[src/rtl/rtc_bus_pkg.sv]
// Shared definitions for the RTC multiplexed-bus scheduler: state encoding,
// strobe polarity and default phase timings.
package rtc_bus_pkg;

  typedef enum logic [2:0] {
    IDLE,
    A_STB,
    A_HLD,
    D_STB,
    D_HLD,
    REC
  } state_t;

  localparam logic STB_ON  = 1'b0;
  localparam logic STB_OFF = 1'b1;

  localparam int PHASE_CYC_DEF = 10;
  localparam int REC_CYC_DEF   = 20;

endpackage

[src/rtl/rtc_bus_arbiter.sv]
// Combinational winner select for the RTC bus scheduler. Defining
// RTC_BUS_RR_EN selects round-robin; otherwise fixed priority, index 0 highest.
module rtc_bus_arbiter #(
  parameter int N_REQ = 3
) (
  input  logic             clock,
  input  logic             reset,
  input  logic             advance,
  input  logic [N_REQ-1:0] req,
  output logic [N_REQ-1:0] win,
  output logic             win_any
);

  assign win_any = |req;

`ifdef RTC_BUS_RR_EN
  localparam int PTR_W = (N_REQ > 1) ? $clog2(N_REQ) : 1;

  logic [PTR_W-1:0] ptr;
  logic [PTR_W-1:0] ptr_next;
  logic             found;
  int               idx;

  // Search starts at the pointer and wraps; the first set request wins.
  always_comb begin
    win      = '0;
    ptr_next = ptr;
    found    = 1'b0;
    idx      = 0;
    for (int k = 0; k < N_REQ; k++) begin
      idx = (int'(ptr) + k) % N_REQ;
      if (!found && req[idx]) begin
        win[idx] = 1'b1;
        ptr_next = PTR_W'((idx + 1) % N_REQ);
        found    = 1'b1;
      end
    end
  end

  always_ff @(posedge clock or negedge reset) begin
    if (!reset) begin
      ptr <= '0;
    end else if (advance) begin
      ptr <= ptr_next;
    end
  end
`else
  // Isolate the lowest set bit.
  assign win = req & ((~req) + N_REQ'(1));

  logic unused_ok;
  assign unused_ok = &{1'b0, clock, reset, advance};
`endif

endmodule

[src/rtl/rtc_bus_scheduler.sv]
// Owns the RTC multiplexed AD bus: arbitrates requesters and runs one
// address/data/recovery cycle per grant. RTC_BUS_RR_EN enables round-robin.
module rtc_bus_scheduler
  import rtc_bus_pkg::*;
#(
  parameter int N_REQ     = 3,
  parameter int PHASE_CYC = PHASE_CYC_DEF,
  parameter int REC_CYC   = REC_CYC_DEF
) (
  input  logic               clock,
  input  logic               reset,
  input  logic [N_REQ-1:0]   req,
  input  logic [N_REQ-1:0]   req_rnw,
  input  logic [8*N_REQ-1:0] req_addr,
  input  logic [8*N_REQ-1:0] req_wdata,
  output logic [N_REQ-1:0]   gnt,
  output logic [N_REQ-1:0]   done,
  output logic [7:0]         rdata,
  output logic               busy,
  output logic               ad_o,
  output logic               cs_o,
  output logic               rd_o,
  output logic               wr_o,
  output logic [7:0]         bus_out,
  output logic               bus_oe,
  input  logic [7:0]         bus_in
);

  localparam int CNT_MAX = (PHASE_CYC > REC_CYC) ? PHASE_CYC : REC_CYC;
  localparam int CNT_W   = $clog2(CNT_MAX);
  localparam logic [CNT_W-1:0] PHASE_LD = CNT_W'(PHASE_CYC - 1);
  localparam logic [CNT_W-1:0] REC_LD   = CNT_W'(REC_CYC - 1);

  state_t           state;
  logic [CNT_W-1:0] cnt;
  logic             rnw;
  logic [7:0]       wdata;
  logic [N_REQ-1:0] win;
  logic             win_any;
  logic             advance;
  logic [7:0]       sel_addr;
  logic [7:0]       sel_wdata;
  logic             sel_rnw;

  assign advance = (state == IDLE) && win_any;

  rtc_bus_arbiter #(.N_REQ(N_REQ)) u_arb (
    .clock   (clock),
    .reset   (reset),
    .advance (advance),
    .req     (req),
    .win     (win),
    .win_any (win_any)
  );

  always_comb begin
    sel_addr  = '0;
    sel_wdata = '0;
    sel_rnw   = 1'b0;
    for (int i = 0; i < N_REQ; i++) begin
      if (win[i]) begin
        sel_addr  = sel_addr  | req_addr[8*i +: 8];
        sel_wdata = sel_wdata | req_wdata[8*i +: 8];
        sel_rnw   = sel_rnw   | req_rnw[i];
      end
    end
  end

  always_ff @(posedge clock or negedge reset) begin
    if (!reset) begin
      state   <= IDLE;
      cnt     <= '0;
      rnw     <= 1'b0;
      wdata   <= '0;
      gnt     <= '0;
      done    <= '0;
      rdata   <= '0;
      busy    <= 1'b0;
      ad_o    <= 1'b1;
      cs_o    <= STB_OFF;
      rd_o    <= STB_OFF;
      wr_o    <= STB_OFF;
      bus_out <= '0;
      bus_oe  <= 1'b0;
    end else begin
      done <= '0;
      // A corrupted owner mid-cycle abandons the cycle rather than drive the bus blindly.
      if (state != IDLE && state != REC && !$onehot(gnt)) begin
        state  <= IDLE;
        gnt    <= '0;
        busy   <= 1'b0;
        ad_o   <= 1'b1;
        cs_o   <= STB_OFF;
        rd_o   <= STB_OFF;
        wr_o   <= STB_OFF;
        bus_oe <= 1'b0;
      end else if (state != IDLE && cnt != '0) begin
        cnt <= cnt - 1'b1;
      end else begin
        case (state)
          IDLE: begin
            if (win_any) begin
              state   <= A_STB;
              cnt     <= PHASE_LD;
              gnt     <= win;
              busy    <= 1'b1;
              rnw     <= sel_rnw;
              wdata   <= sel_wdata;
              ad_o    <= 1'b0;
              cs_o    <= STB_ON;
              wr_o    <= STB_ON;
              bus_oe  <= 1'b1;
              bus_out <= sel_addr;
            end
          end
          A_STB: begin
            state <= A_HLD;
            cnt   <= PHASE_LD;
            wr_o  <= STB_OFF;
          end
          A_HLD: begin
            state <= D_STB;
            cnt   <= PHASE_LD;
            ad_o  <= 1'b1;
            if (rnw) begin
              rd_o   <= STB_ON;
              bus_oe <= 1'b0;
            end else begin
              wr_o    <= STB_ON;
              bus_out <= wdata;
            end
          end
          D_STB: begin
            state <= D_HLD;
            cnt   <= PHASE_LD;
            rd_o  <= STB_OFF;
            wr_o  <= STB_OFF;
            if (rnw) begin
              rdata <= bus_in;
            end
          end
          D_HLD: begin
            state  <= REC;
            cnt    <= REC_LD;
            cs_o   <= STB_OFF;
            bus_oe <= 1'b0;
            ad_o   <= 1'b1;
            done   <= gnt;
            gnt    <= '0;
          end
          REC: begin
            state <= IDLE;
            busy  <= 1'b0;
          end
          default: begin
            state <= IDLE;
          end
        endcase
      end
    end
  end

endmodule
[config.mk]
export PLATFORM = sky130hd
export DESIGN_NAME = rtc_bus_scheduler
export DESIGN_NICKNAME = d
export VERILOG_FILES = /design/src/rtl/rtc_bus_pkg.sv /design/src/rtl/rtc_bus_arbiter.sv /design/src/rtl/rtc_bus_scheduler.sv
export SDC_FILE = /design/constraint.sdc
export NUM_CORES = 1
export LEC_CHECK = 0
export CORE_ASPECT_RATIO = 1.4
export CORE_MARGIN = 2
export CORE_UTILIZATION = 40
export DETAILED_ROUTE_END_ITERATION = 8
export GPL_ROUTABILITY_DRIVEN = 1
export GPL_TIMING_DRIVEN = 0
export PLACE_DENSITY_LB_ADDON = 0.3
export SLEW_MARGIN = 30
export SYNTH_ARGS = -nofsm -noshare
export SYNTH_HDL_FRONTEND = slang
export SYNTH_HIERARCHICAL = 1
export SYNTH_SLANG_ARGS = --single-unit
[constraint.sdc]
create_clock -name clock -period 5.5 [get_ports clock]
set_input_delay 0.55 -clock clock [delete_from_list [all_inputs] [get_ports clock]]
set_output_delay 0.55 -clock clock [all_outputs]
set_load 0.05 [all_outputs]
Word-level counts from Yosys, hierarchy flattened
Cells that the tools add are included.

operators by class
  $add $sub $neg = 4
  multiply operators = 0
  divide/modulo/power cells = 0
  $lt $le $gt $ge = 0
  eq/ne operators = 14
  shift operators = 0
  multiplexer cells = 48
  bitwise logic cells = 10
  reductions and logical operators = 30

operators by type and width
  cell                   count
  $mux W8                8
  $or A8 B8 Y8           4
  $mux W3                9
  $mux W1                19
  $pmux W8 S2            1
  $reduce_and A4 Y1      4
  $pmux W3 S5            1
  $pmux W5 S3            1
  $reduce_and A3 Y1      5
  $reduce_bool A3 Y1     5
  $reduce_bool A4 Y1     3
  $mux W5                2
  $ne A3 B3 Y1 const B   3
  $pmux W1 S2            4
  $eq A3 B2 Y1 const B   2
  $eq A3 B3 Y1 const B   2
  $ne A3 B1 Y1 const B   2
  $pmux W1 S3            2
  $pmux W3 S2            1
  $reduce_or A3 Y1       2
  $reduce_and A5 Y1      1
  $reduce_bool A5 Y1     1
  $sub A5 B1 Y5 const B  1
  $ne A2 B2 Y1 const B   2
  other kinds (16)       21

storage, ports and cells
  flip-flop bits (word level) = 45
  bits in latches = 0
  memory bits (writable) = 0
  bits in read-only memories = 0
  bits of input ports = 64
  output and inout bits = 28
  memories kept = 0

Depth between registers and ports, before layout
  depth after elaboration = 10
  depth in mapped cells = 8

Cells and area by module
The synthesis kept the hierarchy.

by module, submodules not included
  module             times used  cells an instance  area each (um^2)  sequential area each (um^2)
  rtc_bus_scheduler  1           238                2,478.6           1,131.1
  rtc_bus_arbiter    1           4                  27.5              0.0

Worst setup path after synthesis
Ideal clock, no wire load.

  path type = reg2reg
  start = register gnt[0]
  end = register rdata[0]
  setup time = 125 ps
  arrival time = 2,241 ps
  required time = 5,375 ps
  path slack = 3,135 ps
  cell stages (with the launch flop) = 6
  period minus slack after synthesis = 2,365 ps
  path through = dfrtp_1 > fa_1 > nor2b_1 > clkbuf_1 > nand4_2 > mux2_2

between the ends
  longest elaborated chain between the ends = 7

ends and longest elaborated chain
  element                              line                      RTL
  start: declaration                   rtc_bus_scheduler.sv:16   output logic [N_REQ-1:0] gnt,
  start signal: assignment             rtc_bus_scheduler.sv:105  gnt <= win;
  $add A1 B1 Y2 (implied by the code)  rtc_bus_scheduler.sv:88   if (state != IDLE && state != REC && !$onehot(gnt)) begin
  $add A2 B1 Y2 (implied by the code)  rtc_bus_scheduler.sv:88
  $eq A2 B1 Y1                         rtc_bus_scheduler.sv:88
  $logic_not A1 Y1                     rtc_bus_scheduler.sv:88
  $logic_and A1 B1 Y1                  rtc_bus_scheduler.sv:88
  $not A1 Y1 (no line)                 n/a
  $reduce_and A4 Y1 (no line)          n/a
  end signal: assignment               rtc_bus_scheduler.sv:139  rdata <= bus_in;
  end: declaration                     rtc_bus_scheduler.sv:18   output logic [7:0] rdata,

No other way between the ends.
A chain may end at the register's enable or synchronous reset.

Final worst setup path
  start = input req[0]
  end = register cnt[1]

between the ends
  longest elaborated chain between the ends = 3

ends and longest elaborated chain
  element                      line                     RTL
  start: declaration           rtc_bus_scheduler.sv:12  input logic [N_REQ-1:0] req,
  $reduce_or A3 Y1             rtc_bus_arbiter.sv:14    assign win_any = |req;
  via win_any                  rtc_bus_scheduler.sv:39  logic win_any;
  $ne A3 B1 Y1 (no line)       n/a
  $reduce_and A3 Y1 (no line)  n/a
  end signal: assignment       rtc_bus_scheduler.sv:98  cnt <= cnt - 1'b1;
  end: declaration             rtc_bus_scheduler.sv:35  logic [CNT_W-1:0] cnt;

The timed path passes the listed nets, and every way through them passes these cells.

==> metrics.cfg <==
[clock_network]
cts_buffers = 5
post-cts-setup-buffers = 0
cts_tree = yes
cts_buffer_depth = 2
clkSinkCount = 45
cts-htree-levels = 2
insertion_delay_ns = 0.30
clkTransAtPathRegs_ns = 0.10
holdBufCountCts = 0
post_cts_resized = 0
clk_root_buffer_cell = clkbuf_8

[final_layout]
drive_gt1_frac = 0.152
multi_input_area_um2 = 1220
area_growth_syn_to_layout_pct = 43.6
final_area_um2 = 3600
nFillCells = 571
n_antenna_cell = 0
regArea_um2 = 1130
final_cells = 413
fin_nets = 406

[die]
die_w_um = 70.9
die_area_um2 = 6920
core_um2 = 6130
ios = 92
start_util = 0.409
rows = 34
die_y_um = 97.7

[setup_path]
critPathMaxFanout = 6
cp.required_ns = 5.70
critPathLaunchType = primary input
critPathBufInv = 1
cp_slowest_cell = nor4_1
crit_path_frequent_cell = nor4_1
setup.worst_path.end_class = flip-flop
cp.arrival_ns = 2.73
max_stage_delay_ns = 0.60
crit_chain = clkdlybuf4s50_1 -> or3_1 -> nor4_1 -> a21oi_1 -> nand3_1 -> nor4_1 -> a211o_1
path_class = in -> reg
critPathTopFamily = simple AND/OR/NAND/NOR gates

[logic_synthesis]
synth_xor_area_frac = 0
async_flop_share = 1.00
ys_seq_elements = 45
synth_cells = 242
syn_area_um2 = 2510
synth.avg_cell_area_um2 = 10.4
synth-seq-area-share = 0.451
ys_types = 52
synth-compound-area-share = 0.230
synth-edff-count = 0
synth-simple-area-share = 0.173
synth_fp_nets = 308
synthMuxAreaShare = 0.0719
ys_warn_count = 6
synthAdderAreaFrac = 0.0130
synth_ff_type = dfrtp_1
synth_top_family_by_area = compound AO/OA/AOI/OAI gates

[drt]
vias_per_cell = 5.69
antenna_left = 0
wirelength_um = 6830
vias = 2348
wire_per_inst_um = 16.5
drt_iter0_drc = 170
drc_errors = 0
dr.pass1.iters = 5

[outcome]
status = complete, no violations

[grt]
grt_pass1_wl_um = 11400
busiest_layer = met2
antenna_found_initial = 0
grt_max_degree = 46
met3_usage = 0.0415
grt_util_all_layers = 0.205
grt_use_met2 = 0.352
overflow = 0
grtUsageMet1 = 0.251
grt_pass1_vias = 2417

[power_and_ir_drop]
vdd_ir_drop_max_uv = 205
p_leak_nw = 1.44
power.density_nw_per_um2 = 473
fin_total_pwr_mw = 1.70

[placed_design]
dp_hpwl_um = 5210
place.gp.congestion = 0.923
dpl_cell_area_um2 = 3500
dp_cells = 405
port_buffers = 91

[hold_path]
hp-class = in -> async

[timing]
fmax_mhz = 394
rsz0062_at_grt = no
skew_ns = 0.00797
finalCritPeriodShare = 0.461
drv_slew = 0
fin_crit_ns = 2.54
slew_headroom = 0.503
finalSetupTns_ns = 0
tightest_slew_ns = 0.738
setup_viol_count_final = 0
hold_violations = 0
fin_hold_ws_ns = 0.225

[flow_run]
maxCapViolations = 0

-- kinds of logic after synthesis --
logic type | Yosys count
buffers and inverters | 23
flip-flops | 45
multiplexers | 16
AO/OA/AOI/OAI | 78
AND/OR/NAND/NOR | 78
adder cells (fa/ha/maj) | 2
-- sequential cells by signal, summed over array words and instances, names as in the netlist, 3 cells and up --
| signal | cells |
|---|---|
| bus_out | 8 |
| wdata | 8 |
| state | 3 |
| cnt | 5 |
| done | 3 |
| gnt | 3 |
| rdata | 8 |
-- synth_stat cells, types with 2 or more instances --
cell type  number  area share
dfrtp_1        41        0.41
o21ai_0        29       0.058
nand2_1        28       0.042
a222oi_1       17       0.068
mux2_2         16       0.072
nor2_1         12       0.018
clkbuf_1       10       0.015
a21oi_1         7       0.014
nor2b_1         6       0.015
and2_1          5       0.012
clkbuf_8        5       0.027
dfstp_2         4       0.042
nand3_1         4      0.0080
nor3_1          4      0.0080
a22o_1          3       0.010
a22oi_1         3      0.0090
inv_1           3      0.0045
nand2b_1        3      0.0075
a32o_1          2      0.0080
a32oi_1         2      0.0070
buf_2           2      0.0040
buf_4           2      0.0060
nor3b_1         2      0.0060
nor4_1          2      0.0050
or2_2           2      0.0050
or3_1           2      0.0050
-- worst reg2reg max path, cell delays in order (launching register included) --
cell      delay (ns)
dfrtp_1         0.44
fa_1            0.55
nor2b_1         0.18
clkbuf_1        0.45
nand4_2         0.39
mux2_2          0.37
-- cell type report --
type,instances,area share
multi-input cells,174,0.339
flip-flops and latches,45,0.314
repair buffers,91,0.252
plain buffers,20,0.0396
well taps,72,0.0250
clock buffers,5,0.0191
clock inverters,3,0.00695
inverters,3,0.00313
-- power by group --
group / switching, mW / internal (mW)
clock: 0.126 / 0.0928
combinational: 0.577 / 0.380
sequential: 0.0796 / 0.446
total: 0.783 / 0.918
-- layout by cell type, fill, tap and decap left out, types with 3 or more instances in the layout --
cell type,count
a22o_1,3
inv_1,3
nor3_1,4
clkdlybuf4s50_1,90
clkbuf_8,10
nand2_1,28
clkbuf_1,10
and2_1,5
mux2_2,16
a222oi_1,17
nor2b_1,6
nand3_1,4
a21oi_1,7
nand2b_1,3
a22oi_1,3
nor2_1,12
dfstp_2,4
o21ai_0,29
buf_4,3
dfrtp_1,41
-- worst paths after layout --
| kind | startpoint | end | cells past startpoint | slack (ns) |
|---|---|---|---|---|
| max in group asynchronous | reset | cs_o | 1 | 4.86 |
| worst max register to register | gnt[0] | rdata[7] | 5 | 3.02 |
| worst max-delay path | req[0] | cnt[1] | 7 | 2.96 |
| worst min-delay path | reset | state[0] | 1 | 0.23 |
| worst min register to register | cs_o | cs_o | 2 | 0.49 |
| min in group clock | cs_o | cs_o | 2 | 0.49 |
-- metrics by stage --
| stage | setup WS [ns] | utilization |
|---|---|---|
| 2_1_floorplan | 3.13 | - |
| 3_3_place_gp | 2.63 | 0.573 |
| 3_5_place_dp | 2.67 | 0.572 |
| 4_1_cts | 3.00 | 0.587 |
| 5_1_grt | 2.83 | 0.587 |
| 6_report | 2.96 | 0.587 |
-- layer usage --
layer / vias to the layer above / share of wire
met5: - / 0
met1: 1152 / 0.40
met3: 16 / 0.040
li1: 1109 / -
met2: 71 / 0.53
met4: 0 / 0.026
(Power assumes the default switching activity.)
